### src/rtl/pc_target_table.sv
`default_nettype none
// ============================================================================
// Module   : pc_target_table
// Function : Banked next-PC target table, absolute or PC-relative entries,
//            1-cycle lookup, per-bank background sweep clear.
// Revision : 1.0
// ============================================================================
module pc_target_table #(
   parameter int D     = 12,
   parameter int A     = 5,
   parameter int BANKS = 2,
   localparam int BW   = (BANKS > 1) ? $clog2(BANKS) : 1
) (
   input  logic          clk,
   input  logic          reset,
   input  logic          rd_en,
   input  logic [BW-1:0] rd_bank,
   input  logic [A-1:0]  rd_addr,
   input  logic [D-1:0]  rd_pc,
   output logic          rd_valid,
   output logic          rd_hit,
   output logic [D-1:0]  rd_target,
   input  logic          wr_en,
   input  logic [BW-1:0] wr_bank,
   input  logic [A-1:0]  wr_addr,
   input  logic          wr_rel,
   input  logic [D-1:0]  wr_data,
   input  logic          clear_req,
   input  logic [BW-1:0] clear_bank,
   output logic          clear_busy,
   output logic          clear_done
);

   localparam int         ENTRIES  = 2**A;
   localparam logic [A:0] LAST_IDX = (A+1)'(ENTRIES - 1);

   typedef enum logic [0:0] {
      ST_IDLE  = 1'b0,
      ST_SWEEP = 1'b1
   } state_t;

   state_t        state_q;
   logic [A:0]    cnt_q;
   logic [BW-1:0] sbank_q;
   logic          clear_busy_q;
   logic          clear_done_q;

   logic [ENTRIES-1:0] valid_q [BANKS];
   logic [ENTRIES-1:0] rel_q   [BANKS];
   logic [D-1:0]       value_q [BANKS][ENTRIES];

   logic          rd_valid_q;
   logic          rd_hit_q;
   logic [D-1:0]  rd_target_q;

   logic          wr_ok_d;
   logic          rd_bank_ok_d;
   logic          rd_swept_d;
   logic          ent_v_d;
   logic          ent_rel_d;
   logic [D-1:0]  ent_val_d;
   logic          hit_d;
   logic [D-1:0]  target_d;

   // The bank under sweep is frozen against writes so the sweep result is final.
   assign wr_ok_d = wr_en && (32'(wr_bank) < BANKS)
                    && !(clear_busy_q && (wr_bank == sbank_q));

   always_comb begin
      ent_v_d      = 1'b0;
      ent_rel_d    = 1'b0;
      ent_val_d    = '0;
      rd_bank_ok_d = (32'(rd_bank) < BANKS);
      rd_swept_d   = clear_busy_q && (rd_bank == sbank_q);
      if (rd_bank_ok_d) begin
         ent_v_d   = valid_q[rd_bank][rd_addr];
         ent_rel_d = rel_q[rd_bank][rd_addr];
         ent_val_d = value_q[rd_bank][rd_addr];
      end
      // Write-first bypass for a same-cycle write to the looked-up entry.
      if (wr_ok_d && (wr_bank == rd_bank) && (wr_addr == rd_addr)) begin
         ent_v_d   = 1'b1;
         ent_rel_d = wr_rel;
         ent_val_d = wr_data;
      end
      hit_d    = rd_bank_ok_d && !rd_swept_d && ent_v_d;
      target_d = ent_rel_d ? (rd_pc + ent_val_d) : ent_val_d;
   end

   always_ff @(posedge clk) begin
      if (reset) begin
         rd_valid_q  <= 1'b0;
         rd_hit_q    <= 1'b0;
         rd_target_q <= '0;
      end else begin
         rd_valid_q  <= rd_en;
         rd_hit_q    <= rd_en && hit_d;
         rd_target_q <= (rd_en && hit_d) ? target_d : '0;
      end
   end

   always_ff @(posedge clk) begin
      if (reset) begin
         for (int b = 0; b < BANKS; b++) begin
            valid_q[b] <= '0;
         end
      end else begin
         if (wr_ok_d) begin
            valid_q[wr_bank][wr_addr] <= 1'b1;
         end
         if (clear_busy_q) begin
            valid_q[sbank_q][cnt_q[A-1:0]] <= 1'b0;
         end
      end
   end

   always_ff @(posedge clk) begin
      if (wr_ok_d) begin
         rel_q[wr_bank][wr_addr]   <= wr_rel;
         value_q[wr_bank][wr_addr] <= wr_data;
      end
   end

   always_ff @(posedge clk) begin
      if (reset) begin
         state_q      <= ST_IDLE;
         cnt_q        <= '0;
         sbank_q      <= '0;
         clear_busy_q <= 1'b0;
         clear_done_q <= 1'b0;
      end else begin
         clear_done_q <= 1'b0;
         unique case (state_q)
            ST_IDLE: begin
               if (clear_req && (32'(clear_bank) < BANKS)) begin
                  state_q      <= ST_SWEEP;
                  sbank_q      <= clear_bank;
                  cnt_q        <= '0;
                  clear_busy_q <= 1'b1;
               end
            end
            ST_SWEEP: begin
               cnt_q <= cnt_q + 1'b1;
               if (cnt_q == LAST_IDX) begin
                  state_q      <= ST_IDLE;
                  clear_busy_q <= 1'b0;
                  clear_done_q <= 1'b1;
               end
            end
            default: begin
               state_q      <= ST_IDLE;
               clear_busy_q <= 1'b0;
            end
         endcase
      end
   end

   assign rd_valid   = rd_valid_q;
   assign rd_hit     = rd_hit_q;
   assign rd_target  = rd_target_q;
   assign clear_busy = clear_busy_q;
   assign clear_done = clear_done_q;

endmodule
`default_nettype wire

### config.mk
export PLATFORM = sky130hd
export DESIGN_NAME = pc_target_table
export DESIGN_NICKNAME = d
export VERILOG_FILES = /design/src/rtl/pc_target_table.sv
export SDC_FILE = /design/constraint.sdc
export NUM_CORES = 1
export LEC_CHECK = 0
export ABC_AREA = 1
export CAP_MARGIN = 15
export CORE_ASPECT_RATIO = 1.2
export CORE_MARGIN = 3
export CORE_UTILIZATION = 54
export CTS_CLUSTER_SIZE = 25
export DETAILED_ROUTE_END_ITERATION = 7
export PLACE_DENSITY = 0.69
export SYNTH_ARGS = -nofsm -noshare
export SYNTH_HDL_FRONTEND = slang
export SYNTH_SLANG_ARGS = --single-unit
### constraint.sdc
create_clock -name clk -period 4.4 [get_ports clk]
set_input_delay 0.88 -clock clk [delete_from_list [all_inputs] [get_ports clk]]
set_output_delay 0.88 -clock clk [all_outputs]
set_load 0.01 [all_outputs]
; After elaboration in Yosys (flattened, before gate mapping)
; Memories as Yosys holds them, arrays and structs flattened.
; Cells that the tools add are included.
[totals]
regBits = 24
latchBits = 0
ram_bits = 896
mem_bits_ro = 0
in_bits = 43
out_inout_bits = 16
elab_cells = 92
mem_count = 3
[mem_list]
columns = name, depth, word_bits, read_ports, rd_ports_with_merged_regs, write_ports, line
row1 = value_q, 2, 384, 1, 0, 1, 50  ; logic [D-1:0] value_q [BANKS][ENTRIES];
row2 = rel_q, 2, 32, 1, 0, 1, 49  ; logic [ENTRIES-1:0] rel_q [BANKS];
row3 = valid_q, 2, 32, 1, 0, 2, 48  ; logic [ENTRIES-1:0] valid_q [BANKS];
[op_classes]
add_sub_neg = 2
multipliers = 0
div = 0
magnitude_cmp = 8
n_eq_ne = 7
shifts = 0
muxes = 42
bitwise_logic = 4
n_reduce_logical = 18
[op_table]
columns = op, n
row1 = 384-bit two-way mux, 1
row2 = 32-bit two-way mux, 7
row3 = 32-bit OR reduction, 2
row4 = 12-bit binary-select mux with 5-bit select, 1
row5 = 12-bit demux with 5-bit select, 1
row6 = 12-bit two-way mux, 5
row7 = 1-bit two-way mux, 19
row8 = "5-bit by 6-bit < comparator with 1-bit output, second input constant", 3
row9 = 12-bit adder, 1
row10 = "6-bit >= comparator, second input constant", 2
row11 = 5-bit NOT with 6-bit output, 2
row12 = 6-bit case mux with 2 select lines, 1
row13 = 1-bit binary-select mux with 5-bit select, 2
row14 = 1-bit demux with 5-bit select, 2
row15 = "5-bit by 1-bit >= comparator with 1-bit output, second input constant", 2
row16 = 1-bit logical AND, 10
row17 = "6-bit by 1-bit adder with 6-bit output, second input constant", 1
row18 = "6-bit by 5-bit equality test with 1-bit output, second input constant", 1
row19 = "6-bit by 1-bit < comparator with 1-bit output, second input constant", 1
row20 = 6-bit two-way mux, 1
row21 = 5-bit equality test, 1
row22 = 1-bit case mux with 2 select lines, 2
row23 = 2-bit AND reduction, 2
row24 = 2-bit OR reduction, 2
row25 = other kinds (5), 9

; Longest topological paths before layout
; Gate-level depths: netlist of run 1.
[logic_depth]
word_depth = 11
mapped_depth = 28
ltp_nobuf = 24

; Least setup slack after synthesis of run 1
; Ideal clock, no wire load.
[synth_timing]
kind = input to register
start = in rd_bank
end = reg rd_target_q[11] (netlist: rd_target[11])
arrival_time_ps = 3218
slack_ps = 1069
stages = 28
n_path_buf = 4
path_cell_list = buf_6 > inv_6 > buf_6 > buf_8 > buf_6 > nand2_1 > nand3_1 > nand3_1 > nand3_1 > nand3_1 > o21ai_1 > nand2_1 > nand2_1 > nand2_1 > nand2_1 > ha_1 > a21oi_1 > nand2_1 > nand2_1 > nand3_1 > nand2_1 > nand2_1 > xnor2_1 > inv_1 > nand3_1 > nand2_1 > nand2_1 > nor2_1
[synth_via]
elab_chain_cells = 8
[synth_rtl]
columns = item, line
row1 = from (decl), 17  ; input logic [BW-1:0] rd_bank,
row2 = "parallel branches: the longest is 8 deep, another holds memory 2 x 384 bit", -
row3 = to (signal assigned), 98  ; rd_target_q <= (rd_en && hit_d) ? target_d : '0;
row4 = to (decl), 54  ; logic [D-1:0] rd_target_q;
; Parallel ways; which one is timed is not known. The select of a mux whose other input is x is not followed.
; A chain may end at the register's enable or synchronous reset.

; Worst setup path after layout of run 1
[layout_timing]
start = in wr_addr[1]
end = reg rd_target_q[8] (netlist: rd_target[8])
[layout_via]
elab_chain_cells = 7
[layout_rtl]
columns = item, line
row1 = from (decl), 25  ; input logic [A-1:0] wr_addr,
row2 = 5-bit equality test (*), 81  ; if (wr_ok_d && (wr_bank == rd_bank) && (wr_addr == rd_addr)) begin
row3 = 1-bit logical AND (*), 81
row4 = "parallel branches: the longest is 5 deep, another holds 12-bit adder", -
; Every way passes the cells marked *.

==> results of run 1 <==
==> path summary, 6_finish.rpt <==
check / slack, ps / cells after the start / from / endpoint
max reg2reg: 1290 / 19 / clear_busy$_SDFFE_PP0P_ / rd_target[8]$_SDFF_PP0_
max: 720 / 19 / wr_addr[1] / rd_target[8]$_SDFF_PP0_
min: 470 / 1 / cnt_q[5]$_SDFFE_PP0P_ / cnt_q[5]$_SDFFE_PP0P_
min reg2reg: 470 / 1 / cnt_q[5]$_SDFFE_PP0P_ / cnt_q[5]$_SDFFE_PP0P_
==> cells by family after synthesis <==
family / Yosys count / synth area share, %
fa+ha+maj: 16 / 0.538
flops: 920 / 69.3
xor+xnor: 12 / 0.272
compound gates: 91 / 1.59
buf+inv: 310 / 4.06
simple gates: 2163 / 24.2
==> flip-flops by register name (all words and copies together), names as in the netlist <==
name and count:
rel_q 64, clear_done 1, clear_busy 1, rd_target 12, valid_q 64, value_q 768
sbank_q 1, rd_hit 1, rd_valid 1, state_q 1, cnt_q 6
==> layout make-up <==
type,instances,area (µm²),area share [%]
sequential,920,26700,61.6
multi-input combinational,2282,10300,23.8
clock buffer,120,2470,5.68
timing repair buffer,198,1900,4.38
tap,918,1150,2.65
clock inverter,43,503,1.16
inverter,85,339,0.781
==> power by group through the flow <==
stage / clock, mW / sequential, mW / combinational [mW]
2_1_floorplan: 0 / 9.76 / 0.805
3_3_place_gp: 0 / 9.76 / 1.42
3_5_place_dp: 0 / 9.76 / 1.45
4_1_cts: 7.86 / 9.58 / 1.45
5_1_grt: 8.22 / 9.57 / 1.58
6_report: 7.81 / 9.58 / 1.48
==> through the flow <==
step / setup slack (ps) / power, mW
6_report: 718 / 18.9
5_1_grt: 471 / 19.4
4_1_cts: 836 / 18.9
3_5_place_dp: 172 / 11.2
3_3_place_gp: 135 / 11.2
2_1_floorplan: 1070 / 10.6
==> per-layer routing <==
metal | routed length [µm] | up-vias | GRT usage, % | part of all wire (%)
met5 | 0 | - | 0 | 0
met4 | 5800 | 0 | 15.0 | 5.2
met3 | 10400 | 281 | 4.32 | 9.3
met2 | 52900 | 1602 | 47.4 | 47
met1 | 42600 | 13500 | 39.6 | 38
li1 | - | 12500 | - | -
==> cell usage in the layout (no fill, tap or decap), types with 2 or more instances in the layout <==
master | synthesis | routed
clkbuf_16 | 0 | 91
edfxtp_1 | 832 | 832
clkdlybuf4s50_1 | 0 | 40
dfxtp_1 | 88 | 88
bufinv_16 | 0 | 11
buf_4 | 33 | 114
inv_6 | 1 | 6
clkbuf_8 | 0 | 9
clkinv_1 | 2 | 11
nand3b_1 | 2 | 2
ha_1 | 15 | 15
nand3_1 | 878 | 878
nor2_1 | 137 | 137
clkbuf_1 | 32 | 21
clkinv_2 | 0 | 15
or2_2 | 2 | 2
o221a_2 | 6 | 6
nand2_1 | 1068 | 1068
nand4_1 | 3 | 3
nor3_2 | 5 | 11
inv_1 | 58 | 56
inv_2 | 24 | 24
buf_12 | 0 | 27
a211oi_1 | 36 | 36
a21o_1 | 2 | 2
a31oi_1 | 2 | 2
inv_4 | 0 | 3
buf_2 | 102 | 15
xor2_1 | 11 | 11
o21ai_0 | 5 | 5
nor3_1 | 65 | 59
a21oi_1 | 16 | 16
o21ai_1 | 18 | 18
a311oi_1 | 2 | 2
==> critical path: stages <==
cell,delay [ps]
clkdlybuf4s50_1,640
inv_1,150
nand2_1,90
nand4_1,170
nor3b_1,220
nand2_1,220
buf_4,240
nand2_1,70
nand2_1,80
ha_1,330
a21oi_1,200
o21ai_0,140
a21oi_1,230
nor2_1,60
nor2_1,130
xor2_1,150
nand3_1,80
nand2_1,90
nor2_1,40
==> results.cfg, run 1 <==
[clocking]
cts_tree = yes
clock-root-buffer = clkbuf_16
cts_made_buffers = 87
cts_sinks = 920
post_cts_buffers = 0
clk_pin_slew_ps = 60
htreeDepth = 3
cts_buffer_depth = 3
holdBufCountCts = 0
worstSkewPairLatency_ps = 640
cts.repair.resized = 0

[synth]
synth_area_leaders = edfxtp_1 65%, nand3_1 11%, nand2_1 10%
post-synth-top-count-cell = nand2_1
netlist-cell-type-count = 39
syn-cell-area_um2 = 38600
synth-edff-count = 832
ys_ff_latch = 920
ys.flop_type = edfxtp_1
ys_warn_count = 0
syn-instance-count = 3512
ys_seq_area_share_pct = 69.3
post-synth-top-area-cell = edfxtp_1
async_flop_share_pct = 0
syn_avg_cell_area_um2 = 11.0
synth_nets = 3571
synthTopCellsByCount = 1068 x nand2_1, 878 x nand3_1, 832 x edfxtp_1
synth_top_area_share_pct = 64.7

[place]
placed_cells = 4403
place_area_um2 = 40400
portBuffers = 58
gp_congestion = 0.962
detailed_place_hpwl_um = 68900

[floorplan]
coreArea_um2 = 70300
die_h_um = 299
io_pins = 59
chipWidth_um = 250
rows = 106
start_util_pct = 54.9
die_area_um2 = 74700

[worst_setup_path]
critPathLaunchType = input port
crit_type = in -> reg
crit_fanout = 9
crit_required_ps = 4940
crit_arrival_ps = 4220
endpoint_kind = flop

[global_route]
grt_use_total_pct = 29.5
antenna_found_initial = 1
overflow = 0
grt_max_degree = 91
grt_pass1_vias = 26600
grt_pass1_wl_um = 166000

[power_and_ir_drop]
combinationalPowerShare_pct = 7.8
ir_worst_vdd_v = 0.000385
switching_share_pct = 22.8
power.switching_mw = 4.31
clockPowerShare_pct = 41.4
power.share.sequential_pct = 50.8
powerDensity_nw_per_um2 = 434
leakagePower_nw = 15.9
p_int_mw = 14.6

[status]
outcome = finished clean

[sta]
hold_viol = 0
max_freq_mhz = 272
worst_hold_slack_ps = 470
rsz0062_at_grt = false
fin_tns_setup_ps = 0
period_needed_ps = 3680
finalSetupViolations = 0
clock_skew_ps = 27.0
drv_slew = 0
min_period_over_period_pct = 83.7
worst_pin_slew_ps = 877
slew_headroom_pct = 41.6

[min_path]
hold_path.class = reg -> reg

[final_layout]
final_cells = 4566
fin_area_um2 = 43400
fin_util_pct = 61.8
fillers = 5467
drive_above_1_share_pct = 9.27
area_growth_pct = 12.5
layout.nets = 3633
antennaDiodeCount = 0

[detailed_routing]
dr_total_vias = 27900
wire_per_inst_um = 24.5
drt-pass1-iter-count = 6
first_iter_violations = 3482
ant_nets = 0
vias_per_cell = 6.10
drcViolationCount = 0
drt-total-wl_um = 112000

[run]
max-cap-violations = 0
Note: power is estimated with default switching activity, not from simulation.
==> run 2: changes to the inputs <==
--- a/config.mk
+++ b/config.mk
@@ -12,7 +12,7 @@
 export CORE_UTILIZATION = 54
 export CTS_CLUSTER_SIZE = 25
 export DETAILED_ROUTE_END_ITERATION = 7
-export PLACE_DENSITY = 0.69
+export PLACE_DENSITY = 0.72
 export SYNTH_ARGS = -nofsm -noshare
 export SYNTH_HDL_FRONTEND = slang
 export SYNTH_SLANG_ARGS = --single-unit
==> constraint.sdc (replaced) <==
create_clock -name clk -period 3.1 [get_ports clk]
set_input_delay 0.62 -clock clk [delete_from_list [all_inputs] [get_ports clk]]
set_output_delay 0.62 -clock clk [all_outputs]
set_load 0.01 [all_outputs]
==> results.cfg, run 2 (synthesized netlist as in run 1, its figures left out) <==
[place]
pre_cts_slack_ps = -673
portBuffers = 58
detailed_place_hpwl_um = 69100
gp_congestion = 0.995

[clocking]
clock-root-buffer = clkbuf_16
cts_buffer_depth = 3
cts_made_buffers = 89
worstSkewPairLatency_ps = 660
cts_tree = yes
clk_pin_slew_ps = 60
cts_sinks = 920
htreeDepth = 3

[worst_setup_path]
r2r_slack_ps = 230
reg2reg_to = rd_target[9]$_SDFF_PP0_
crit_arrival_ps = 3570
crit_type = in -> reg
crit_required_ps = 3690
r2r_cells = 20
critPathLaunchType = input port
endpoint_kind = flop
crit_fanout = 19
r2r-start = value_q[1][63]$_DFFE_PP_

[sta]
worst_hold_slack_ps = 421
max_freq_mhz = 335
drv_slew = 0
fin_tns_setup_ps = 0
slew_headroom_pct = 46.3
setup_slack_ps = 119
period_needed_ps = 2980
min_period_over_period_pct = 96.2
finalSetupViolations = 0
clock_skew_ps = 27.6
worst_pin_slew_ps = 805
hold_viol = 0

[power_and_ir_drop]
ir_worst_vdd_v = 0.000533
power_mw = 27.1
power.share.sequential_pct = 50.2
p_int_mw = 20.8
clockPowerShare_pct = 40.7
combinationalPowerShare_pct = 9.1
power.switching_mw = 6.30
leakagePower_nw = 17.1
switching_share_pct = 23.3
powerDensity_nw_per_um2 = 589

[global_route]
grt_use_total_pct = 28.4
grt_pass1_vias = 26900
grt_pass1_wl_um = 161000
overflow = 0
grt_max_degree = 66
antenna_found_initial = 1

[final_layout]
area_growth_pct = 19.2
final_cell_mix = 1053 x nand2_1, 858 x nand3_1, 832 x edfxtp_1
layout.nets = 3817
regMostFlops = value_q
largest_reg_flops = 768
fillers = 5116
mostFrequentLayoutCell = nand2_1
fin_util_pct = 65.5
largest_registers = value_q x768, rel_q x64, valid_q x64
drive_above_1_share_pct = 15.2

[floorplan]
die_h_um = 299
chipWidth_um = 250
die_area_um2 = 74700
start_util_pct = 54.9
coreArea_um2 = 70300
io_pins = 59
rows = 106

[min_path]
hold_end = value_q[0][324]$_DFFE_PP_
hold_path_depth = 1
hold_start = wr_data[0]
hold_path.class = in -> reg

[detailed_routing]
wire_per_inst_um = 23.0
vias_per_cell = 5.97
dr_total_vias = 28400
drt-pass1-iter-count = 6
first_iter_violations = 3488
drcViolationCount = 0
drt-total-wl_um = 109000
ant_nets = 0

[run]
max-cap-violations = 0

[status]
outcome = finished clean
## run 2: power groups by stage
| stage | registers [mW] | logic, mW | clock network [mW] |
|---|---|---|---|
| 6_report | 13.6 | 2.47 | 11.0 |
| 5_1_grt | 13.6 | 2.63 | 11.6 |
| 4_1_cts | 13.6 | 2.29 | 11.1 |
| 3_5_place_dp | 13.9 | 2.28 | 0 |
| 3_3_place_gp | 13.9 | 2.24 | 0 |
| 2_1_floorplan | 13.9 | 1.14 | 0 |
## run 2: worst max path at each step
stage,from,end,depth (start not counted)
final,rd_bank,rd_target[11]$_SDFF_PP0_,25
after global routing,rd_bank,rd_target[11]$_SDFF_PP0_,26
after CTS,wr_addr[0],rd_target[4]$_SDFF_PP0_,19
after detailed placement,rd_addr[3],rd_target[8]$_SDFF_PP0_,19
after global placement,rd_addr[3],rd_target[11]$_SDFF_PP0_,22
after floorplan,rd_bank,rd_target[11]$_SDFF_PP0_,28
## run 2: routing by layer
| metal | up-vias | global-route usage, % | share of wire [%] |
|---|---|---|---|
| li1 | 12900 | - | - |
| met1 | 13600 | 37.5 | 37 |
| met5 | - | 0 | 0 |
| met2 | 1632 | 46.1 | 48 |
| met4 | 0 | 13.7 | 4.8 |
| met3 | 290 | 4.88 | 9.7 |
## run 2: area by class of cell
class | instances | area, µm² | area share, %
repair buffers | 380 | 4160 | 9.05
clock inverters | 53 | 578 | 1.26
diodes | 3 | 7.51 | 0.0163
well taps | 918 | 1150 | 2.50
clock buffers | 113 | 2400 | 5.21
flip-flops and latches | 920 | 26700 | 58.1
multi-input cells | 2282 | 10600 | 23.1
inverters | 85 | 364 | 0.791
## run 2: worst max-delay path, cell delays in order
cell       delay (ps)
buf_12            160
clkinv_16         140
clkbuf_16         220
buf_4             160
nand2_1            60
nand3_1            90
nand3_1           110
nand3_1           100
nand2_2           120
o21ai_1           100
nand2_1           140
nand2_1            90
nand2_1            70
nand2_1            90
ha_1              330
nand2_1           100
nor2_1             50
a211oi_1          180
nand2_1           100
xnor2_1           130
inv_1              70
nand3_2            90
nand2_1            80
nand2_1            50
nor2_1             90
## run 2: stage by stage
| stage | instances | instance area (µm²) |
|---|---|---|
| floorplan | 3512 | 38600 |
| global placement | 4572 | 42400 |
| detailed placement | 4572 | 42400 |
| CTS | 4738 | 45400 |
| global route | 4752 | 46000 |
| finish | 4754 | 46000 |
## run 2: what timing repair did
item,4_1_cts,5_1_grt
hold endpoints to repair,0,0
hold buffers,0,0
gates cloned,0,7
setup buffers,0,6
pin swaps,1,17
setup endpoints to repair,1,9
resized for setup,1,85
